===== config.mk =====
export PLATFORM = sky130hd
export DESIGN_NAME = main_bus_arbiter
export DESIGN_NICKNAME = d
export VERILOG_FILES = /design/src/rtl/main_bus_arbiter.sv
export SDC_FILE = /design/constraint.sdc
export NUM_CORES = 1
export LEC_CHECK = 0
export BUFFER_PORTS_ARGS = -buffer_cell sky130_fd_sc_hd__buf_2
export CAP_MARGIN = 0
export CORE_MARGIN = 8
export CORE_UTILIZATION = 35
export CTS_CLUSTER_SIZE = 10
export DETAILED_ROUTE_END_ITERATION = 8
export MAX_ROUTING_LAYER = met4
export PLACE_DENSITY = 0.58
export SLEW_MARGIN = 40
export SYNTH_ARGS = -nofsm -noshare
export SYNTH_HDL_FRONTEND = slang
export SYNTH_SLANG_ARGS = --single-unit

===== constraint.sdc =====
create_clock -name clk -period 3.58 [get_ports clk]
set_input_delay 0.358 -clock clk [delete_from_list [all_inputs] [get_ports clk]]
set_output_delay 0.358 -clock clk [all_outputs]
set_load 0.02 [all_outputs]

===== src/rtl/main_bus_arbiter.sv =====
// main_bus_arbiter: round-robin MainBus arbiter with a fixed snoop window, a Shared response latch and a hold timeout.
module main_bus_arbiter #(
  parameter int NUM_REQ      = 4,
  parameter int SNOOP_CYCLES = 2,
  parameter int MAX_HOLD     = 16
) (
  input  logic                                    clk,
  input  logic                                    rst_n,
  input  logic [NUM_REQ-1:0]                      req_i,
  input  logic [NUM_REQ-1:0]                      done_i,
  input  logic [NUM_REQ-1:0]                      shared_i,
  output logic [NUM_REQ-1:0]                      gnt_o,
  output logic [(NUM_REQ>1?$clog2(NUM_REQ):1)-1:0] owner_id_o,
  output logic                                    snoop_valid_o,
  output logic                                    shared_o,
  output logic                                    bus_busy_o,
  output logic                                    timeout_o
);
  localparam int IW = NUM_REQ > 1 ? $clog2(NUM_REQ) : 1;
  typedef enum logic [2:0] {IDLE, GRANT, SNOOP, DATA, RELEASE} state_t;
  state_t state_q, state_d;
  logic [IW-1:0] ptr_q, ptr_d, owner_q, owner_d, pick;
  logic [NUM_REQ-1:0] gnt_q, gnt_d;
  logic [7:0] cnt_q, cnt_d;
  logic acc_q, acc_d, shared_q, shared_d, snoop_q, snoop_d;
  logic busy_q, busy_d, timeout_q, timeout_d, found;
  // Walk downward so the lowest offset from ptr (first match with wrap) wins.
  always_comb begin
    pick = '0;
    found = 1'b0;
    for (int i = NUM_REQ - 1; i >= 0; i--) begin
      if (req_i[(int'(ptr_q) + i) % NUM_REQ]) begin
        pick = IW'((int'(ptr_q) + i) % NUM_REQ);
        found = 1'b1;
      end
    end
  end
  always_comb begin
    state_d = state_q;
    ptr_d = ptr_q;
    owner_d = owner_q;
    gnt_d = gnt_q;
    cnt_d = cnt_q;
    acc_d = acc_q;
    shared_d = shared_q;
    timeout_d = 1'b0;
    case (state_q)
      IDLE: if (found) begin
        state_d = GRANT;
        owner_d = pick;
        gnt_d = NUM_REQ'(1) << pick;
      end
      GRANT: begin
        state_d = SNOOP;
        acc_d = 1'b0;
        cnt_d = '0;
      end
      SNOOP: begin
        acc_d = acc_q | (|(shared_i & ~gnt_q));
        cnt_d = cnt_q + 8'd1;
        if (cnt_q == 8'(SNOOP_CYCLES - 1)) begin
          state_d = DATA;
          shared_d = acc_d;
          cnt_d = '0;
        end
      end
      DATA: begin
        cnt_d = cnt_q + 8'd1;
        if (|(done_i & gnt_q)) state_d = RELEASE;
        else if (cnt_q == 8'(MAX_HOLD - 1)) begin
          state_d = RELEASE;
          timeout_d = 1'b1;
        end
        if (state_d == RELEASE) begin
          gnt_d = '0;
          shared_d = 1'b0;
        end
      end
      RELEASE: begin
        state_d = IDLE;
        ptr_d = owner_q == IW'(NUM_REQ - 1) ? '0 : owner_q + 1'b1;
      end
      default: state_d = IDLE;
    endcase
    snoop_d = state_d == SNOOP;
    busy_d = state_d != IDLE;
  end
  always_ff @(posedge clk or negedge rst_n) begin
    if (!rst_n) begin
      state_q <= IDLE;
      ptr_q <= '0;
      owner_q <= '0;
      gnt_q <= '0;
      cnt_q <= '0;
      acc_q <= 1'b0;
      shared_q <= 1'b0;
      snoop_q <= 1'b0;
      busy_q <= 1'b0;
      timeout_q <= 1'b0;
    end else begin
      state_q <= state_d;
      ptr_q <= ptr_d;
      owner_q <= owner_d;
      gnt_q <= gnt_d;
      cnt_q <= cnt_d;
      acc_q <= acc_d;
      shared_q <= shared_d;
      snoop_q <= snoop_d;
      busy_q <= busy_d;
      timeout_q <= timeout_d;
    end
  end
  assign gnt_o = gnt_q;
  assign owner_id_o = owner_q;
  assign snoop_valid_o = snoop_q;
  assign shared_o = shared_q;
  assign bus_busy_o = busy_q;
  assign timeout_o = timeout_q;
endmodule


# Yosys cells after proc, flatten, opt, wreduce, memory -nomap -nowiden
# Cells that the tools add are included.
# totals
ff_bits	24
inputBits	14
out_inout_bits	10
elab_cells	91
# classes
order_cmp	4
n_eq_ne	12
n_shift	1
bitwise	7
reduce_logical	14
muxes	38
addsub	5
# ops
operator	count
$pmux 8 s3	1
$mux 1	16
$mux 3	5
$lt 3x4->1 const B	3
$pmux 3 s4	1
$mux 2	5
$eq 3x2->1 const B	3
$add 8x1->8 const B	1
$and 4x4->4	2
$bmux 1 s2	4
$eq 8x1->1 const B	1
$eq 8x4->1 const B	1
$mux 4	2
$mux 8	1
$pmux 4 s2	1
$reduce_or 4->1	2
$eq 3x3->1 const B	2
$ne 2x2->1 const B	3
$reduce_and 3->1	2
$reduce_bool 2->1	3
$reduce_bool 3->1	2
$reduce_or 2->1	3
$add 2x1->2 const B	2
$add 2x2->2 const B	2
10 further kinds	13

# Depth between registers and ports, before layout
# depth
depth_word	13
ltp_mapped	6
ltp_nobuf	6

# Worst setup path before layout
# OpenSTA, ideal clock, no wires.
# synth_path
kind	register -> register
from	register cnt_q[1]
to	register cnt_q[2]
slack_ps	2133
path_buffers	0
stages_incl_launch_ff	7
arrival_ps	1329
synth_period_minus_slack_ps	1447
path_cell_list	dfrtp_1 > inv_1 > ha_1 > nor4b_2 > a21o_1 > o21ai_0 > a21o_1
# synth_via
elab_chain_cells	3
elab_cells_between_ends	4
# synth_lines
item	line	rtl
from (decl)	24	logic [7:0] cnt_q, cnt_d;
from (signal assigned)	105	cnt_q <= cnt_d;
$add 8x1->8 / $eq 8x1->1 (equally long branches)	60, 68, 61	
$mux 8	61	if (cnt_q == 8'(SNOOP_CYCLES - 1)) begin
$pmux 8 s3 *	47	case (state_q)
# Every way passes the cells marked *; elsewhere a longest branch is shown, timed or not.
# A chain may end at the register's enable or synchronous reset.

# Worst setup path in the final report
# layout_path
from	register cnt_q[5]
to	register gnt_q[0], in the netlist gnt_o[0]
# layout_via
elab_chain_cells	7
# layout_lines
item	line	rtl
$eq 8x4->1	70	else if (cnt_q == 8'(MAX_HOLD - 1)) begin
$mux 3	70	
$mux 3	69	if (|(done_i & gnt_q)) state_d = RELEASE;
$mux 3	47	
$eq 3x3->1	74	if (state_d == RELEASE) begin
$ne 2x2->1 (no source line)	--	
$reduce_and 3->1 (no source line)	--	
to (signal assigned)	104	gnt_q <= gnt_d;
to (decl)	23	logic [NUM_REQ-1:0] gnt_q, gnt_d;
# Every way passes these cells. The select of a mux whose other input is x is not followed.

==> summary.txt <==
Critical path type: flop to flop
Commonest non-fill, non-tap cell in the layout: dfrtp_1
CTS tree: built
Static leakage: 0.000720 uW
Via-to-Cell Ratio: 5.17
Number of global-route vias before repair: 1,092
Post-synth EDFFs: 0
Rel. slew slack: 0.636
Clock-pin slew on the worst setup and hold paths: 0.09 ns
Number of hold-repair buffers added at the cts stage: 0
Final Skew: 0.00178 ns
Tightest Pin Transition: 0.546 ns
Period minus WS final: 1.64 ns
Synthesized area per cell: 9.94 sq um
Post-CTS setup buffers: 0
Initial Util: 0.364
DIE WIDTH: 77.7 microns
Final setup viols: 0
ANT nets after route: 0
FILL cells: 350
Total congestion overflow: 0
Slew Limit Fails: 0
Die footprint: 6040 sq um
Final wirelength: 2.99 mm
Post-DP HPWL: 2.30 mm
Worst-path maximum fanout: 6
Required @ worst endpoint: 3.72 ns
Row cnt: 22
Yosys warns: 0
Max_cap viols: 0
Min Hold Slack: 0.0675 ns
Final hold violation count: 0
Family with the most delay on the worst path: simple AND/OR/NAND/NOR gates
Share of layout cells above drive strength 1: 0.234
Buffers added on ports: 23
Detailed-route via count: 1,065
Cell-by-cell trace of the critical path: nor4_4 > nand4_4 > a21oi_4 > o32ai_1
Crit path launch type: flop
# DRC: 0
Cell variety after synth: 45
Largest net degree at the start of global routing: 25
Fmax: 610 MHz
H-tree depth: 1
Netlist Area Pre-Place: 1330 sq um
P&R area growth vs syn: 16.9%
Fin crit share: 0.458
Die H: 77.7 microns
Routability cong.: 0.832
Top FF cell, synth: dfrtp_1
Clock sinks: 24
RSZ-0062 raised after global routing: false
First-pass GRT wire length: 5.15 mm
Buf/Inv on CP: 0
CP max-delay cell: nor4_4
Worst Path Arrival: 1.78 ns
Seq cells post-synth: 24
Sequential-to-total area share from yosys stat: 0.451
Synth async-reset ratio: 1.00
Synth top area share: 0.451
Gates resized, CTS repair: 0
Drt pass-1 iters: 4
Io pins: 24
Core Box Area: 3660 sq um
CTS Buf Count: 3
Initial antenna violation count: 0
Hold Crit Class: primary input to async pin
Max rail drop VDD: 0.368 mV
Crit-path max cell delay: 0.49 ns
Status: finished clean
Tot GR Track Use: 0.106
Worst skew pair latency: 0.26 ns
CTS Buffer Depth: 2
Post-Syn Instances: 134
Setup TNS: 0 ns
Cell Pwr Density: 818 nW/um^2
Initial DRC Count: 84
CTS root buf: clkbuf_8
Most area-consuming cells after synthesis: dfrtp_1, nand2_1, o21ai_0, nand2b_1, ha_1
Crit. End Element: flop
Syn Nets: 151
Wire per inst: 14.5 microns
Inserted Diodes: 0
Commonest cells after routing, fill and taps aside: dfrtp_1, buf_2, nand2_1
Post-synth top area cell: dfrtp_1
Fin nets: 176
## synthesized netlist by cell type (2+ instances only)
cell and n:
dfrtp_1 24, nand2_1 19, o21ai_0 11, nand2b_1 7, nor2_1 7, a21oi_1 6, inv_1 5, nand3_1 5
o32ai_1 4, a21o_1 3, ha_1 3, nor3_1 3, buf_2 2, nor2b_1 2, o31ai_1 2, xnor2_1 2
## registers in the layout, indices dropped and copies added, names as in the netlist
name	flops
shared_o	1
cnt_q	8
bus_busy_o	1
ptr_q	2
gnt_o	4
snoop_valid_o	1
acc_q	1
owner_id_o	2
timeout_o	1
state_q	3
## area by class of cell
cell class	instances	area, sq um	area share
clock buffer	3	41.3	0.0265
inverter	5	18.8	0.0120
tap	48	60.1	0.0386
multi-input combinational	102	692	0.444
sequential	24	601	0.386
timing repair buffer	23	115	0.0739
clock inverter	1	30.0	0.0193
## final timing paths
| path | slack (ns) | startpoint | to | depth (start not counted) |
|---|---|---|---|---|
| max | 1.94 | cnt_q[5] | gnt_o[0] | 4 |
| min | 0.07 | rst_n | cnt_q[3] | 1 |
| max reg2reg | 1.94 | cnt_q[5] | gnt_o[0] | 4 |
| min reg2reg | 0.53 | shared_o | shared_o | 2 |
| max in group asynchronous | 3.15 | rst_n | state_q[2] | 1 |
| min in group clk | 0.40 | done_i[1] | timeout_o | 4 |
## logic make-up (layout without fill, tap and decap cells)
| group | Yosys count | after routing | share of synthesized area |
|---|---|---|---|
| muxes | 2 | 2 | 0.0160 |
| buffers and inverters | 8 | 32 | 0.0300 |
| xor gates and xnor gates | 2 | 2 | 0.0131 |
| adders and majority gates | 3 | 3 | 0.0282 |
| AOI/OAI and AO/OA | 41 | 41 | 0.226 |
| and+or+nand+nor | 54 | 54 | 0.236 |
| DFF | 24 | 24 | 0.451 |
## metrics by stage
stage	utilization	total power, uW	setup WS, ns	area (sq um)	instances
5_1_grt	0.425	1380	1.86	1560	206
4_1_cts	0.425	1290	1.96	1560	206
2_1_floorplan	-	893	2.13	1330	134
3_3_place_gp	0.406	1030	2.03	1490	202
6_report	0.425	1270	1.94	1560	206
3_5_place_dp	0.406	1050	1.98	1490	202
## routing by layer
metal,track usage,vias up,part of all wire,wire length [microns]
met5,-,-,0,0
met4,0.0245,0,0.015,45
met3,0.0288,8,0.032,96
met2,0.173,26,0.48,1450
met1,0.126,493,0.47,1400
li1,-,538,-,-
## where the power goes
part | switching, uW | internal, uW | leakage, uW | total, uW
combinational | 321 | 225 | 0.000374 | 547
sequential | 123 | 367 | 0.000310 | 490
clock | 87.8 | 149 | 0.0000357 | 237
No activity file was read; power rests on OpenSTA's default activity.
